<file path="config.mk">
export PLATFORM = sky130hd
export DESIGN_NAME = i2s_codec_emulator
export DESIGN_NICKNAME = d
export VERILOG_FILES = /design/src/rtl/audio_pkg.sv /design/src/rtl/i2s_bclk_gen.sv /design/src/rtl/i2s_codec_emulator.sv
export SDC_FILE = /design/constraint.sdc
export NUM_CORES = 1
export LEC_CHECK = 0
export CAP_MARGIN = 10
export CORE_ASPECT_RATIO = 0.7
export CORE_MARGIN = 2
export CORE_UTILIZATION = 38
export DETAILED_ROUTE_END_ITERATION = 16
export GPL_TIMING_DRIVEN = 0
export PLACE_DENSITY = 0.66
export SLEW_MARGIN = 20
export SYNTH_ARGS = -nofsm -noshare
export SYNTH_HDL_FRONTEND = slang
export SYNTH_SLANG_ARGS = --single-unit
</file>
<file path="constraint.sdc">
create_clock -name CLOCK_50 -period 4.9 [get_ports CLOCK_50]
set_input_delay 0.98 -clock CLOCK_50 [delete_from_list [all_inputs] [get_ports CLOCK_50]]
set_output_delay 0.98 -clock CLOCK_50 [all_outputs]
set_load 0.1 [all_outputs]
</file>
<file path="src/rtl/audio_pkg.sv">
// Shared audio types: FSM state encoding and default I2S timing constants.
package audio_pkg;

   typedef enum logic [1:0] {
      IDLE  = 2'd0,
      RUN   = 2'd1,
      DRAIN = 2'd2
   } state_t;

   localparam int DEF_BCLK_HALF = 8;
   localparam int DEF_DATA_W    = 24;
   localparam int DEF_SLOT_W    = 32;

endpackage

</file>
<file path="src/rtl/i2s_bclk_gen.sv">
// BCLK divider: registered AUD_BCLK plus single-cycle rise/fall ticks.
module i2s_bclk_gen
   import audio_pkg::*;
#(
   parameter int BCLK_HALF = DEF_BCLK_HALF
) (
   input  logic clk,
   input  logic reset,
   input  logic run,
   output logic bclk,
   output logic rise,
   output logic fall,
   output logic first
);

   localparam logic [7:0] LIM = 8'(BCLK_HALF - 1);

   logic [7:0] cnt;
   logic       live;
   logic       wrap;

   // The first wrap after start acts as a fall tick with BCLK already low,
   // so bit 0 opens with a full low half-period.
   assign wrap  = run && (cnt == LIM);
   assign first = wrap && !live;
   assign rise  = wrap && live && !bclk;
   assign fall  = wrap && (bclk || !live);

   always_ff @(posedge clk) begin
      if (reset || !run) begin
         cnt  <= '0;
         bclk <= 1'b0;
         live <= 1'b0;
      end else if (wrap) begin
         cnt  <= '0;
         live <= 1'b1;
         if (live) bclk <= ~bclk;
      end else begin
         cnt <= cnt + 8'd1;
      end
   end

endmodule

</file>
<file path="src/rtl/i2s_codec_emulator.sv">
// I2S codec emulator: serializes ADC samples, deserializes DAC frames.
module i2s_codec_emulator
   import audio_pkg::*;
#(
   parameter int BCLK_HALF = DEF_BCLK_HALF,
   parameter int DATA_W    = DEF_DATA_W,
   parameter int SLOT_W    = DEF_SLOT_W
) (
   input  logic              CLOCK_50,
   input  logic              reset,
   input  logic              enable,
   input  logic [DATA_W-1:0] adc_left_in,
   input  logic [DATA_W-1:0] adc_right_in,
   output logic              adc_req,
   output logic [DATA_W-1:0] dac_left_out,
   output logic [DATA_W-1:0] dac_right_out,
   output logic              dac_valid,
   output logic              AUD_BCLK,
   output logic              AUD_ADCLRCK,
   output logic              AUD_DACLRCK,
   output logic              AUD_ADCDAT,
   input  logic              AUD_DACDAT,
   output logic              busy
);

   localparam int BW = $clog2(2 * SLOT_W);
   localparam int PW = BW - 1;
   localparam logic [BW-1:0] LAST = BW'(2 * SLOT_W - 1);
   localparam logic [PW-1:0] DPOS = PW'(DATA_W);

   state_t state, nstate;

   logic              run;
   logic              rise, fall, first;
   logic              wrap, latch, drop;
   logic [BW-1:0]     bit_cnt, nbit;
   logic [PW-1:0]     pos, np, idx;
   logic              slot, ser, lrck, in_data;
   logic [DATA_W-1:0] sh_l, sh_r, nsh;
   logic [DATA_W-1:0] sr_l, sr_r;

   i2s_bclk_gen #(.BCLK_HALF(BCLK_HALF)) u_bclk (
      .clk   (CLOCK_50),
      .reset (reset),
      .run   (run),
      .bclk  (AUD_BCLK),
      .rise  (rise),
      .fall  (fall),
      .first (first)
   );

   assign pos     = bit_cnt[PW-1:0];
   assign slot    = bit_cnt[BW-1];
   assign in_data = (pos != '0) && (pos <= DPOS);
   assign wrap    = fall && (first || bit_cnt == LAST);
   assign drop    = wrap && (nstate == IDLE);
   assign latch   = wrap && (nstate != IDLE);

   assign AUD_ADCLRCK = lrck;
   assign AUD_DACLRCK = lrck;

   always_ff @(posedge CLOCK_50) begin
      if (reset) state <= IDLE;
      else       state <= nstate;
   end

   always_comb begin
      nstate = state;
      unique case (state)
         IDLE:    if (enable) nstate = RUN;
         RUN:     if (!enable) nstate = DRAIN;
         DRAIN:   if (enable) nstate = RUN;
                  else if (wrap) nstate = IDLE;
         default: nstate = IDLE;
      endcase
   end

   always_comb begin
      busy = (state != IDLE);
      run  = busy;
   end

   // Bit that goes on AUD_ADCDAT at the coming fall tick
   always_comb begin
      nbit = first ? '0 : bit_cnt + BW'(1);
      np   = nbit[PW-1:0];
      nsh  = nbit[BW-1] ? sh_r : sh_l;
      idx  = DPOS - np;
      ser  = 1'b0;
      if (np != '0 && np <= DPOS) ser = nsh[idx];
   end

   always_ff @(posedge CLOCK_50) begin
      if (reset) begin
         bit_cnt       <= '0;
         lrck          <= 1'b1;
         AUD_ADCDAT    <= 1'b0;
         sh_l          <= '0;
         sh_r          <= '0;
         sr_l          <= '0;
         sr_r          <= '0;
         dac_left_out  <= '0;
         dac_right_out <= '0;
         dac_valid     <= 1'b0;
         adc_req       <= 1'b0;
      end else begin
         adc_req   <= 1'b0;
         dac_valid <= 1'b0;
         if (!busy) begin
            bit_cnt    <= '0;
            lrck       <= 1'b1;
            AUD_ADCDAT <= 1'b0;
         end else begin
            if (fall && drop) begin
               bit_cnt    <= '0;
               lrck       <= 1'b1;
               AUD_ADCDAT <= 1'b0;
            end else if (fall) begin
               bit_cnt    <= nbit;
               lrck       <= nbit[BW-1];
               AUD_ADCDAT <= ser;
            end
            if (latch) begin
               sh_l    <= adc_left_in;
               sh_r    <= adc_right_in;
               adc_req <= 1'b1;
            end
            if (rise && in_data) begin
               if (slot) sr_r <= {sr_r[DATA_W-2:0], AUD_DACDAT};
               else      sr_l <= {sr_l[DATA_W-2:0], AUD_DACDAT};
            end
            if (rise && slot && pos == DPOS) begin
               dac_left_out  <= sr_l;
               dac_right_out <= {sr_r[DATA_W-2:0], AUD_DACDAT};
               dac_valid     <= 1'b1;
            end
         end
      end
   end

endmodule
</file>
==> flow_summary.toml, run 1 <==
[floorplan]
die_w_um = 164
die_y_um = 116
rows = 40
ios = 107
initial_core_util = 0.392
die-area_um2 = 19000
core_area_um2 = 17300

[setup_path]
critical_path_class = "reg2reg"
cp_slowest_cell = "dfxtp_1"
reg2reg_slack_ns = 1.25
required_ns = 5.21
crit_path_start_kind = "flop"
reg2reg_depth = 10
crit_arrival_ns = 3.96
critPathMaxFanout = 10
crit_top_cell = "ha_1"
rr_endpoint = "AUD_ADCDAT"
cp.depth = 10
crit_family = "buffers and inverters"
worstReg2RegStart = "bit_cnt[0]"
path_buf_inv = 3
crit_path_cell_trace = "clkbuf_1 > inv_1 > ha_1 > nand2_1 > ha_1 > clkinv_1 > mux4_2 > a221oi_1 > o41a_1 > a22oi_1"
max_stage_delay_ns = 0.48
critPathCaptureType = "flop"

[hold_path]
hold_start = "u_bclk.cnt[0]"
min_to = "u_bclk.cnt[0]"
min_delay_path_depth = 1
min_path_type = "reg2reg"

[sta]
slew_violations = 0
fin_setup_tns_ns = 0
finClkSkew_ns = 0.0118
hold_viol = 0
tightest_slew_ns = 1.02
fmax_mhz = 274
setup_violations = 0
finalCritPeriodShare = 0.745
min_period_ns = 3.65
max_slew_margin = 0.321
rsz0062_at_grt = "no"

[global_routing]
grt_pass1_vias = 5517
grt_util_all_layers = 0.190
grt_overflow_total = 0
grt_max_degree = 17
met2_usage = 0.270
met1_usage = 0.284
grt_pass1_wl_um = 28200
use_met3 = 0.0433
grt_busiest_layer = "met1"
antenna_found_initial = 0

[logic_synthesis]
synth-seq-cells = 165
syn_inst = 824
ys_dominant_reg_cell = "dfxtp_1"
syn_area_um2 = 6790
yosysSeqAreaShare = 0.487
synth-edff-count = 0
syn_nets = 880
synth_area_per_cell_um2 = 8.24
async_reset_ff_frac = 0
synth.distinct_cells = 59
yosys.area.top_type = "dfxtp_1"
yosysWarningCount = 0
synth_area_leaders = "dfxtp_1 49%, nand2_1 12%, a21oi_1 8.3%"
netlist.area_leader.share = 0.487

[clock_tree]
cts_buffers = 17
insertion_delay_ns = 0.44
clk_path_buf_depth = 2
cts_sinks = 165
cts_tree = "yes"
cts-root-buf = "clkbuf_16"
postCtsSetupBuffers = 0
cts.repair.resized = 0
ctsHoldBuffers = 0
cts_htree_levels = 4
clkTransAtPathRegs_ns = 0.06

[cells_and_area]
final_cells = 1192
drive_gt1_frac = 0.0552
layout.nets = 1004
area_delta_synth_final_pct = 28.8
diodes = 0

[detailed_routing]
initialDrtViolationCount = 371
first_pass_iters = 5
ant_nets = 0
via_count = 5919
drt-vias-per-instance = 4.97
drc = 0
routed_wl_um = 17300
wire_per_inst_um = 14.5

[flow_run]
maxCapViolCount = 0

[power]
clock_power_share = 0.495
power_frac_comb = 0.029
ir_drop_mv = 0.161
powerDensity_nw_per_um2 = 323
p_sw_w = 0.000644
p_seq_frac = 0.476
swShare = 0.228
p_leak_nw = 2.87
internal_power_w = 0.00218

[placed_design]
dp_cells = 1160
gp_congestion = 0.922
post-dp-hpwl_um = 12600
numPortBuffers = 105

[status]
run_status = "complete, no violations"
-- worst max path at each step --
stage                       start          to
floorplan           u_bclk.cnt[3]  AUD_ADCDAT
global route        u_bclk.cnt[0]  AUD_ADCDAT
detailed placement  u_bclk.cnt[0]  AUD_ADCDAT
finish                 bit_cnt[0]  AUD_ADCDAT
CTS                 u_bclk.cnt[0]  AUD_ADCDAT
global placement       bit_cnt[0]  AUD_ADCDAT
-- cell usage in the layout, fill, tap and decap left out, types with 3 or more instances in the layout --
cell type	count
nand2_1	216
dfxtp_1	165
a21oi_1	112
clkdlybuf4s50_1	105
nor2_1	71
mux2i_1	51
clkbuf_1	46
clkbuf_16	17
inv_1	12
o21ai_0	11
nor3_1	9
nand3_1	9
a211oi_1	8
xnor2_1	7
buf_2	6
and3_1	6
nor2b_1	6
inv_6	6
xor2_1	5
and2_1	5
a221oi_1	5
nor4_1	4
buf_1	4
a221o_1	4
ha_1	4
buf_4	3
a31oi_1	3
a22oi_1	3
or2_2	3
and2_0	3
mux4_2	3
o31ai_1	3
inv_8	3
-- per-layer routing --
metal / wire (um) / vias to the layer above / part of all wire
met4: 247 / 0 / 0.014
met3: 852 / 18 / 0.049
met5: 0 / - / 0
li1: - / 3034 / -
met2: 7050 / 123 / 0.41
met1: 9170 / 2744 / 0.53
-- cells in the mapped netlist, drive strengths merged, types with 6 or more instances --
master  instances
nand2         216
dfxtp         165
a21oi         112
nor2           73
mux2i          51
clkbuf         46
buf            13
inv            12
o21ai          11
nand3           9
nor3            9
a211oi          8
and2            8
xnor2           7
and3            6
nor2b           6
-- through the flow --
| step | hold slack (ns) | power (W) | worst slack [ns] | utilization | area (um2) |
|---|---|---|---|---|---|
| global placement | 0.431 | 0.00146 | 1.43 | 0.469 | 8130 |
| CTS | 0.446 | 0.00285 | 1.41 | 0.505 | 8740 |
| global route | 0.469 | 0.00291 | 0.983 | 0.505 | 8740 |
| finish | 0.444 | 0.00282 | 1.25 | 0.505 | 8740 |
| detailed placement | 0.436 | 0.00146 | 1.44 | 0.469 | 8130 |
| floorplan | 0.413 | 0.00140 | 2.13 | - | 6790 |
-- cell families after synthesis --
| family | Yosys count | share of synthesized area |
|---|---|---|
| buf+inv | 72 | 0.0426 |
| compound gates | 167 | 0.145 |
| simple gates | 350 | 0.218 |
| fa+ha+maj | 4 | 0.00737 |
| mux | 54 | 0.0852 |
| flops | 165 | 0.487 |
| xor+xnor | 12 | 0.0155 |
-- registers in the layout, summed over array words and instances (netlist names) --
| signal | count |
|---|---|
| u_bclk.live | 1 |
| sh_l | 24 |
| dac_left_out | 24 |
| sh_r | 24 |
| state | 2 |
| sr_r | 23 |
| u_bclk.bclk | 1 |
| sr_l | 24 |
| u_bclk.cnt | 8 |
| dac_valid | 1 |
| AUD_ADCDAT | 1 |
| bit_cnt | 6 |
| dac_right_out | 24 |
| AUD_ADCLRCK | 1 |
| adc_req | 1 |
-- area by class of cell --
type / count / area, um2
fillers: 1723 / 8580
flip-flops and latches: 165 / 3300
multi-input cells: 587 / 3190
repair buffers: 105 / 1050
clock buffers: 19 / 453
well taps: 231 / 289
plain buffers: 59 / 240
clock inverters: 13 / 159
inverters: 13 / 48.8
-- power by group through the flow --
stage | logic, W | clock network (W) | registers [W]
2_1_floorplan | 0.0000285 | 0 | 0.00137
3_3_place_gp | 0.0000832 | 0 | 0.00137
3_5_place_dp | 0.0000836 | 0 | 0.00137
4_1_cts | 0.0000839 | 0.00142 | 0.00134
5_1_grt | 0.0000899 | 0.00148 | 0.00134
6_report | 0.0000832 | 0.00140 | 0.00134
(Power assumes the default switching activity.)
==> inputs of run 2 (changes only) <==
Settings changed: PLACE_DENSITY 0.66 to 0.68.
Clock period 4.9 ns to 3 ns, I/O delays scaled along.
==> run 2 against run 1 <==
Compared with the run above:
- the flow now finishes with violations (setup timing)
- via count up 0.76%
- clock skew down 0.0044 ns
- sequential cell count unchanged
- clock power up 51%
==> flow_summary.toml, run 2 (synthesis results as in run 1) <==
[floorplan]
initial_core_util = 0.392
rows = 40
die_w_um = 164
core_area_um2 = 17300
die_y_um = 116
ios = 107
die-area_um2 = 19000

[cells_and_area]
area_delta_synth_final_pct = 30.2
drive_gt1_frac = 0.0771
layout.nets = 1003
final_cell_mix = "216 x nand2_1, 164 x dfxtp_1, 111 x a21oi_1, 105 x clkdlybuf4s50_1, 69 x nor2_1"
layout_commonest_cell = "nand2_1"
fillers = 1687
diodes = 0

[setup_path]
crit_family = "compound AO/OA/AOI/OAI gates"
required_ns = 3.34
max_stage_delay_ns = 0.45
path_buf_inv = 2
crit_path_start_kind = "flop"
crit_path_cell_trace = "clkbuf_4 > inv_1 > ha_1 > or3b_2 > a21boi_0 > o21ai_0 > xnor2_1 > o32ai_1 > a22o_1 > a22oi_1"
critical_path_class = "reg2reg"
critPathCaptureType = "flop"
cp.depth = 10
crit_arrival_ns = 3.35
critPathMaxFanout = 10
reg2reg_depth = 10
cp_slowest_cell = "or3b_2"

[global_routing]
grt_util_all_layers = 0.190
grt_max_degree = 17
antenna_found_initial = 0
grt_pass1_wl_um = 28200
grt_pass1_vias = 5612
grt_overflow_total = 0

[power]
powerDensity_nw_per_um2 = 503
p_leak_nw = 2.88
ir_drop_mv = 0.308

[sta]
setup_violations = 1
min_period_ns = 3.01
finalCritPeriodShare = 1.00
fin_setup_tns_ns = -0.0120
timing.hold.ws_ns = 0.452
slew_violations = 0
finClkSkew_ns = 0.00741
rsz0062_at_grt = "yes"
timing.final.ws_setup_ns = -0.0120
tightest_slew_ns = 1.02
fmax_mhz = 332
max_slew_margin = 0.318
hold_viol = 0

[clock_tree]
clkTransAtPathRegs_ns = 0.07
clk_path_buf_depth = 2
cts-root-buf = "clkbuf_16"
insertion_delay_ns = 0.43
cts_htree_levels = 4
cts_buffers = 17
cts_tree = "yes"
cts_sinks = 165

[detailed_routing]
drc = 0
routed_wl_um = 17600
via_count = 5964
ant_nets = 0
initialDrtViolationCount = 392
first_pass_iters = 5
wire_per_inst_um = 14.8
drt-vias-per-instance = 5.01

[hold_path]
min_delay_path_depth = 2
min_path_type = "reg2reg"

[flow_run]
maxCapViolCount = 0

[placed_design]
numPortBuffers = 105
gp_congestion = 0.935
dp_slack_ns = -0.458
post-dp-hpwl_um = 12600

[status]
failed_checks = "setup timing"
run_status = "finished with violations"
==> run 2: path summary, 6_finish.rpt <==
check                       start  slack (ns)         endpoint
hold / removal    dac_left_out[1]        0.45  dac_left_out[1]
hold reg to reg   dac_left_out[1]        0.45  dac_left_out[1]
setup reg to reg       bit_cnt[0]       -0.01       AUD_ADCDAT
setup / recovery       bit_cnt[0]       -0.01       AUD_ADCDAT
==> run 2: final cells by class <==
| cell class | count | area [um2] | share of cell area |
|---|---|---|---|
| sequential | 165 | 3300 | 0.374 |
| clock inverter | 10 | 96.3 | 0.0109 |
| tap | 231 | 289 | 0.0327 |
| buffer | 57 | 250 | 0.0283 |
| inverter | 13 | 53.8 | 0.00609 |
| multi-input combinational | 587 | 3310 | 0.375 |
| timing repair buffer | 106 | 1060 | 0.120 |
| clock buffer | 22 | 474 | 0.0537 |
==> run 2: per-stage QoR <==
stage | cells | util | total power, W | area, um2
2_1_floorplan | 824 | - | 0.00229 | 6790
3_3_place_gp | 1160 | 0.469 | 0.00238 | 8130
3_5_place_dp | 1160 | 0.469 | 0.00238 | 8130
4_1_cts | 1192 | 0.504 | 0.00449 | 8720
5_1_grt | 1191 | 0.510 | 0.00460 | 8840
6_report | 1191 | 0.510 | 0.00445 | 8840
==> run 2: power by group <==
group	internal [W]	switching [W]	leakage [nW]
Clock	0.00121	0.000903	0.270
Combinational	0.0000687	0.0000685	1.29
Sequential	0.00219	0.00000294	1.33
Total	0.00347	0.000974	2.88
==> run 2: worst min-delay path: cells and delay by family (launching register included) <==
kind	cells	cell delay [ns]
and+or+nand+nor	1	0.05
AOI/OAI and AO/OA	1	0.05
DFF	1	0.31
==> run 2: repair_timing <==
action | in CTS | in global routing
resized for setup | 7 | 31
endpoints found under the setup margin | 12 | 81
hold buffers | 0 | 0
pin swaps | 0 | 2
gates cloned | 0 | 0
buffers inserted | 0 | 1
==> run 2: per-layer routing <==
layer  track usage  up-vias  routed length, um
met4        0.0637        0                314
li1              -     3028                  -
met2         0.276      188               7330
met3        0.0540       28               1130
met1         0.272     2720               8810
met5             0        -                  0
